File: src/rtl/alu_seq_if.sv
// Request/result bundle between operand-read, the sequential ALU and writeback.
// Requester drives the operands and valid_i; the ALU answers with ready_o and the result side.
interface alu_seq_if #(
   parameter int WIDTH = 16
);
   logic             valid_i;
   logic             ready_o;
   logic [3:0]       func4;
   logic [WIDTH-1:0] rs1_data_i;
   logic [WIDTH-1:0] rs2_data_i;
   logic [WIDTH-1:0] imm_data_i;
   logic             imm_en_i;
   logic             jalr_en_i;
   logic             valid_o;
   logic             ready_i;
   logic [WIDTH-1:0] alu_data_o;
   logic             illegal_o;

   modport master (
      output valid_i, func4, rs1_data_i, rs2_data_i, imm_data_i, imm_en_i, jalr_en_i, ready_i,
      input  ready_o, valid_o, alu_data_o, illegal_o
   );

   modport slave (
      input  valid_i, func4, rs1_data_i, rs2_data_i, imm_data_i, imm_en_i, jalr_en_i, ready_i,
      output ready_o, valid_o, alu_data_o, illegal_o
   );
endinterface

File: src/rtl/alu_seq.sv
// Handshaked ALU: single-cycle ops latency 1, iterative MUL/MULHU/DIVU/REMU latency WIDTH+1.
// Accepts only when idle; the result is held in DONE until ready_i, so no request overlaps.
module alu_seq #(
   parameter int WIDTH = 16,
   parameter int SHW   = $clog2(WIDTH)
) (
   input logic      clk_i,
   input logic      rst_i,
   alu_seq_if.slave bus
);
   localparam int CW = $clog2(WIDTH + 1);

   localparam logic [3:0] OP_ADD   = 4'b0000;
   localparam logic [3:0] OP_SUB   = 4'b0001;
   localparam logic [3:0] OP_INV   = 4'b0010;
   localparam logic [3:0] OP_SLL   = 4'b0011;
   localparam logic [3:0] OP_SRL   = 4'b0100;
   localparam logic [3:0] OP_AND   = 4'b0101;
   localparam logic [3:0] OP_OR    = 4'b0110;
   localparam logic [3:0] OP_XOR   = 4'b0111;
   localparam logic [3:0] OP_SLT   = 4'b1000;
   localparam logic [3:0] OP_SLTU  = 4'b1001;
   localparam logic [3:0] OP_SRA   = 4'b1010;
   localparam logic [3:0] OP_MUL   = 4'b1011;
   localparam logic [3:0] OP_MULHU = 4'b1100;
   localparam logic [3:0] OP_DIVU  = 4'b1101;
   localparam logic [3:0] OP_REMU  = 4'b1110;

   typedef enum logic [1:0] {IDLE, BUSY, DONE} state_e;

   state_e           state_q, state_d;
   logic [WIDTH-1:0] b_in, fast_res, iter_res, hi_n, lo_n;
   logic [WIDTH-1:0] hi_q, lo_q, b_q, alu_data_q;
   logic [SHW-1:0]   sh;
   logic [3:0]       op_q;
   logic [CW-1:0]    count_q;
   logic [WIDTH:0]   sum, shifted, diff;
   logic             fast_ill, iterative, illegal_q, is_div, ge;

   // Decode of the request currently on the inputs; only meaningful while idle.
   always_comb begin
      b_in      = bus.imm_en_i ? bus.imm_data_i : bus.rs2_data_i;
      sh        = b_in[SHW-1:0];
      fast_res  = '0;
      fast_ill  = 1'b0;
      iterative = 1'b0;
      case (bus.func4)
         OP_ADD: begin
            fast_res = bus.rs1_data_i + b_in;
            if (bus.jalr_en_i) fast_res[0] = 1'b0;
         end
         OP_SUB:  fast_res = bus.rs1_data_i - b_in;
         OP_INV:  fast_res = ~bus.rs1_data_i;
         OP_SLL:  fast_res = bus.rs1_data_i << sh;
         OP_SRL:  fast_res = bus.rs1_data_i >> sh;
         OP_AND:  fast_res = bus.rs1_data_i & b_in;
         OP_OR:   fast_res = bus.rs1_data_i | b_in;
         OP_XOR:  fast_res = bus.rs1_data_i ^ b_in;
         OP_SLT:  fast_res = {{(WIDTH-1){1'b0}}, ($signed(bus.rs1_data_i) < $signed(b_in))};
         OP_SLTU: fast_res = {{(WIDTH-1){1'b0}}, (bus.rs1_data_i < b_in)};
         OP_SRA:  fast_res = $signed(bus.rs1_data_i) >>> sh;
         OP_MUL, OP_MULHU: iterative = 1'b1;
         OP_DIVU: begin
            if (b_in == '0) fast_res = '1;
            else            iterative = 1'b1;
         end
         OP_REMU: begin
            if (b_in == '0) fast_res = bus.rs1_data_i;
            else            iterative = 1'b1;
         end
         default: fast_ill = 1'b1;
      endcase
   end

   // Radix-2 step. Multiply: hi accumulates, lo holds the multiplier and collects product bits.
   // Divide (restoring): hi is the partial remainder, lo shifts dividend out and quotient in.
   always_comb begin
      is_div   = (op_q == OP_DIVU) || (op_q == OP_REMU);
      sum      = {1'b0, hi_q} + (lo_q[0] ? {1'b0, b_q} : '0);
      shifted  = {hi_q, lo_q[WIDTH-1]};
      diff     = shifted - {1'b0, b_q};
      ge       = ~diff[WIDTH];
      if (is_div) begin
         hi_n = ge ? diff[WIDTH-1:0] : shifted[WIDTH-1:0];
         lo_n = {lo_q[WIDTH-2:0], ge};
      end else begin
         hi_n = sum[WIDTH:1];
         lo_n = {sum[0], lo_q[WIDTH-1:1]};
      end
      iter_res = ((op_q == OP_MULHU) || (op_q == OP_REMU)) ? hi_n : lo_n;
   end

   always_ff @(posedge clk_i) begin
      if (rst_i) state_q <= IDLE;
      else       state_q <= state_d;
   end

   always_comb begin
      state_d     = state_q;
      bus.ready_o = (state_q == IDLE);
      bus.valid_o = (state_q == DONE);
      case (state_q)
         IDLE:    if (bus.valid_i) state_d = iterative ? BUSY : DONE;
         BUSY:    if (count_q == CW'(1)) state_d = DONE;
         DONE:    if (bus.ready_i) state_d = IDLE;
         default: state_d = IDLE;
      endcase
   end

   always_ff @(posedge clk_i) begin
      if (rst_i) begin
         alu_data_q <= '0;
         illegal_q  <= 1'b0;
         count_q    <= '0;
         hi_q       <= '0;
         lo_q       <= '0;
         b_q        <= '0;
         op_q       <= '0;
      end else begin
         case (state_q)
            IDLE: begin
               if (bus.valid_i) begin
                  op_q <= bus.func4;
                  b_q  <= b_in;
                  if (iterative) begin
                     hi_q      <= '0;
                     lo_q      <= bus.rs1_data_i;
                     count_q   <= CW'(WIDTH);
                     illegal_q <= 1'b0;
                  end else begin
                     alu_data_q <= fast_res;
                     illegal_q  <= fast_ill;
                  end
               end
            end
            BUSY: begin
               hi_q    <= hi_n;
               lo_q    <= lo_n;
               count_q <= count_q - CW'(1);
               if (count_q == CW'(1)) alu_data_q <= iter_res;
            end
            default: ;
         endcase
      end
   end

   assign bus.alu_data_o = alu_data_q;
   assign bus.illegal_o  = illegal_q;
endmodule

File: src/flat_wrapper.sv
// flat-port wrapper written by rule: the top's interface ports become plain ports
module alu_seq_flat 
#(
   parameter int WIDTH = 16,
   parameter int SHW   = $clog2(WIDTH)
)
  (clk_i, rst_i, bus_valid_i, bus_func4, bus_rs1_data_i, bus_rs2_data_i, bus_imm_data_i, bus_imm_en_i, bus_jalr_en_i, bus_ready_i, bus_ready_o, bus_valid_o, bus_alu_data_o, bus_illegal_o);
  alu_seq_if #(.WIDTH(WIDTH)) bus_i ();
  input logic clk_i;
  input logic rst_i;
  input wire logic [$bits(bus_i.valid_i)-1:0] bus_valid_i;
  input wire logic [$bits(bus_i.func4)-1:0] bus_func4;
  input wire logic [$bits(bus_i.rs1_data_i)-1:0] bus_rs1_data_i;
  input wire logic [$bits(bus_i.rs2_data_i)-1:0] bus_rs2_data_i;
  input wire logic [$bits(bus_i.imm_data_i)-1:0] bus_imm_data_i;
  input wire logic [$bits(bus_i.imm_en_i)-1:0] bus_imm_en_i;
  input wire logic [$bits(bus_i.jalr_en_i)-1:0] bus_jalr_en_i;
  input wire logic [$bits(bus_i.ready_i)-1:0] bus_ready_i;
  output wire logic [$bits(bus_i.ready_o)-1:0] bus_ready_o;
  output wire logic [$bits(bus_i.valid_o)-1:0] bus_valid_o;
  output wire logic [$bits(bus_i.alu_data_o)-1:0] bus_alu_data_o;
  output wire logic [$bits(bus_i.illegal_o)-1:0] bus_illegal_o;
  assign bus_i.valid_i = bus_valid_i;
  assign bus_i.func4 = bus_func4;
  assign bus_i.rs1_data_i = bus_rs1_data_i;
  assign bus_i.rs2_data_i = bus_rs2_data_i;
  assign bus_i.imm_data_i = bus_imm_data_i;
  assign bus_i.imm_en_i = bus_imm_en_i;
  assign bus_i.jalr_en_i = bus_jalr_en_i;
  assign bus_i.ready_i = bus_ready_i;
  assign bus_ready_o = bus_i.ready_o;
  assign bus_valid_o = bus_i.valid_o;
  assign bus_alu_data_o = bus_i.alu_data_o;
  assign bus_illegal_o = bus_i.illegal_o;
  alu_seq #(.WIDTH(WIDTH), .SHW(SHW)) u_core (.clk_i(clk_i), .rst_i(rst_i), .bus(bus_i));
endmodule
File: config.mk
export PLATFORM = sky130hd
export DESIGN_NAME = alu_seq_flat
export DESIGN_NICKNAME = d
export VERILOG_FILES = /design/src/rtl/alu_seq_if.sv /design/src/rtl/alu_seq.sv /design/src/flat_wrapper.sv
export SDC_FILE = /design/constraint.sdc
export NUM_CORES = 1
export LEC_CHECK = 0
export ABC_AREA = 0
export ABC_CLOCK_PERIOD_IN_PS = 6300
export BUFFER_PORTS_ARGS = -buffer_cell sky130_fd_sc_hd__buf_2
export CORE_ASPECT_RATIO = 0.8
export CORE_MARGIN = 8
export CORE_UTILIZATION = 23
export CTS_CLUSTER_DIAMETER = 120
export DETAILED_ROUTE_END_ITERATION = 6
export REMOVE_ABC_BUFFERS = 1
export SKIP_LAST_GASP = 1
export SYNTH_ARGS = -nofsm -noshare
export SYNTH_HDL_FRONTEND = slang
export SYNTH_SLANG_ARGS = --single-unit
File: constraint.sdc
create_clock -name clk_i -period 6.3 [get_ports clk_i]
set_input_delay 1.575 -clock clk_i [delete_from_list [all_inputs] [get_ports clk_i]]
set_output_delay 1.575 -clock clk_i [all_outputs]
set_load 0.01 [all_outputs]
==> run summary <==
The run finished with clean final reports. The tool flagged a number of max-cap violations equal to 0. The kind of critical path is in2reg. The largest fanout on the critical path is 17, and the number of inserted filler cells in the final layout is 4585. The logs give 6 for the detailed-routing iteration count for the pre-antenna-repair pass and 1.102 mW for the design internal power. The sequential share of the synthesized area is 15.50%.

The number of antenna violations at the first check in global routing was 1. Of the total power, the share spent switching nets is 39.63%. The final-report max-slew violation count came out at 0.

The net count of the finished layout is 1519. For the worst flop-to-flop path, the logic depth is 14. The first-pass GRT wire length was 63970 µm. Data on the critical path arrives at its endpoint at 5.67 ns. The tree is rooted in a clkbuf_16.

The post-synthesis cell area was 0.009813 mm². Setup violations remaining at the end of the flow were counted as 0. The Yosys warning count was 0.

The most critical setup path has its startpoint at bus_imm_en_i. Input and output buffers added on the ports amount to 76. Per report_power, the clock group accounts for 28.6% of the total. The number of global-route vias before repair came out at 10.22k.

The startpoint of the tightest hold check path was u_core.bus.illegal_o. Top achievable clock speed: 0.1837 GHz. The share of cells above drive strength 1 was 12.18%; the height of the die was 200.8 µm. For the share of total power in sequential cells, the log shows 29.7%.

For the final instance area, the log shows 0.01112 mm². The number of antenna diodes in the final layout is 0. The die extent in x was 246.9 µm. The tools report the post-cts hold buffer count as 0. The placed instance area is 0.01083 mm².

Setup repair after global routing left no endpoint under its margin. The final critical delay including setup and external delays was 5.442 ns; the clock edge transition at the registers on the reported setup and hold paths was 0.06 ns. CTS saw 76 sinks. The total leakage power came out at 4.536 nW.

The critical path goes through buf_2 > mux2i_4 > ha_1 > o21bai_1 > a2111oi_0 > buf_4 > o41ai_1 > a2111oi_0 > a211o_1 > xor2_1 > nand3_1 > o211ai_1 > a211o_1. Counting every instance in the synthesized netlist gives 1341. The final count of hold timing violations was 0; the net switching component of the power was 0.7234 mW. Post-cts repair resize count: 0. Largest stage delay on the critical path: 0.82 ns. The run gives 0.34 ns as the clock insertion delay at the later pin of the skew report. The required arrival time at the worst endpoint is 6.53 ns, and the proportion of synthesized flip-flops having asynchronous set or reset is 0%.

The slew at the pin closest to its max-slew limit is 1.175 ns. The post-synthesis area per instance was 7.318 µm². The sum of overflow across all layers after global routing was 0. STA classifies the critical path endpoint as a register.

The run gives 0.01052 ns as the clock skew after layout. Counting instances, the worst hold path has a depth of 2. The tightest min-delay check is of the reg2reg type. The area growth from synthesis to final layout came out at 13.29%. TritonCTS built the clock tree.

Total power for the finished layout comes to 1.825 mW. The count of placed standard cells including taps is 1908. The die covers 0.04957 mm². Startpoint of the worst register-to-register path: u_core.lo_q[15]. The number of enable-type register cells in the synthesized netlist is 0. The sum of net half-perimeters after detailed placement is 33840 µm, and the count of state elements after synthesis is 76.

For this design the ratio of total power to cell area is 164.2 mW/mm². Measured on the finished design, the core utilization comes to 26.47%. In the global route stage, overall resource usage came out at 16.48%. The total wirelength of the detailed-routed design was 42230 µm; the number of cell rows was 67. During I/O placement, the number of pins put on the boundary was 77.

For this run, the leading register cell type out of synthesis is dfxtp_1. Critical path launch point type: an input port. The sequential cells in the finished layout cover a total of 0.001521 mm². The remaining routing DRC violations was 0; the number of clock buffers inserted by TritonCTS was 9. After the first detailed-routing iteration, the DRC count stood at 1452. Once detail routing completed, the nets flagged for antenna violations numbered 0. The tools report the largest net degree at the start of global routing as 66. For the starting density of the core, the log shows 23.37%. For the portion of total power attributed to combinational logic, the log shows 41.7%. The post-route non-filler standard cell count was 1923; the placer's final routability congestion estimate was 1.028.

The floorplan step defined a core boundary enclosing 0.04200 mm². The area of the multi-input gates is 0.007726 mm², and the number of setup buffers added after CTS is 0. The logs give 3 for the number of levels the H-tree was split into and 2 for the buffer levels on the longest clock path.

The final route contains 10.84k vias. The average routed wire per standard cell works out to 21.96 µm. Headroom to the max-slew limit came out at 21.09%.

On the critical path, the stage with the largest delay is an instance of o41ai_1. Across the VDD grid, the largest voltage drop is 0.1060 mV. Counting distinct cell types in the post-synthesis netlist gives 78. Period utilization: 86.39%.

The detail-routed via count per cell came out at 5.639.
logic make-up after synthesis:
group                      share of synthesized area (%)
AOI/OAI and AO/OA                                  27.62
xor gates and xnor gates                           4.373
adders and majority gates                          12.29
buffers and inverters                              6.554
DFF                                                15.50
muxes                                              11.23
and+or+nand+nor                                    22.43
state kept, by name (all words and copies together) (netlist names):
signal,flops
u_core.op_q,4
u_core.bus.illegal_o,1
u_core.state_q,2
u_core.hi_q,16
u_core.lo_q,16
u_core.count_q,5
u_core.bus.alu_data_o,16
u_core.b_q,16
cell usage after synthesis, drive strengths merged, types with 12 or more instances:
library cell	number	area, µm²
nand2	130	488.0
a211oi	50	375.4
dfxtp	76	1521
a221oi	19	166.4
buf	29	140.1
nor3	40	200.2
nand3	25	125.1
xor2	19	166.4
nor2	165	619.3
o21ai	55	275.3
a22o	12	105.1
ha	90	1126
a21o	19	142.6
and2	22	137.6
mux4	17	382.9
a2111oi	14	125.1
nor2b	12	75.07
inv	67	251.5
a22oi	15	112.6
o22ai	12	75.07
a31oi	27	168.9
mux2i	67	674.4
nand2b	13	81.33
nor4	14	93.84
clkbuf	65	244.0
xnor2	30	262.8
a21oi	90	450.4
layout by cell type, fill, tap and decap left out, types with 9 or more instances in the layout:
cell         n
buf_4       33
o211ai_1    10
nor2_1     165
ha_1        90
nand3_1     25
a22oi_1     15
a221oi_1    19
nand2_1    130
inv_1       65
and2_1      22
a2111oi_0   12
mux2i_1     64
mux4_2      17
xor2_1      18
dfxtp_1     76
buf_2       76
nand2b_1    13
a21oi_1     90
nor3_1      40
a211oi_1    50
clkbuf_16    9
nor4_1      12
o21ai_0     47
o22ai_1     11
o31ai_1      9
a31oi_1     27
nor2b_1     11
nand4_1     11
xnor2_1     30
a21o_1      19
a22o_1      12
final cells by class:
type / instances / share of cell area [%]
flip-flops and latches: 76 / 13.69
inverters: 69 / 2.330
clock buffers: 10 / 2.150
multi-input cells: 1102 / 69.50
well taps: 552 / 6.213
repair buffers: 109 / 5.650
clock inverters: 5 / 0.4727
power by group through the flow:
stage	logic, mW	clock network (mW)	registers (mW)
after floorplan	0.468	0	0.543
after global placement	0.736	0	0.552
after detailed placement	0.738	0	0.553
after CTS	0.741	0.529	0.543
after global routing	0.822	0.555	0.546
final	0.761	0.522	0.542
path summary, 6_finish.rpt:
kind / endpoint / slack [ns]
worst max-delay path: u_core.bus.alu_data_o[13] / 0.86
worst min register to register: u_core.bus.illegal_o / 0.47
worst max register to register: u_core.bus.alu_data_o[3] / 2.21
worst min-delay path: u_core.bus.illegal_o / 0.47
worst max-delay path, delay by kind of cell:
| family | cells | cell delay (ns) |
|---|---|---|
| AOI/OAI and AO/OA | 7 | 2.26 |
| buffers and inverters | 2 | 0.68 |
| muxes | 1 | 0.52 |
| adders and majority gates | 1 | 0.35 |
| xor gates and xnor gates | 1 | 0.16 |
| and+or+nand+nor | 1 | 0.09 |
stage by stage:
stage	TNS (ns)	hold WS, ns	setup slack, ns
finish	0	0.4672	0.8576
global route	0	0.4965	0.7142
CTS	0	0.4728	1.055
detailed placement	0	0.4594	0.6790
global placement	0	0.4574	0.7099
floorplan	-3.715	0.4418	-0.5018
metal layers:
metal	part of all wire (%)	vias up	wire length (µm)	GRT usage (%)
met3	13	30	5667	6.543
li1	-	4991	-	-
met2	38	614	16050	21.67
met1	48	5208	20220	25.15
met4	0.72	0	306	1.660
met5	0	-	0	0
No activity file was read; power rests on OpenSTA's default activity.
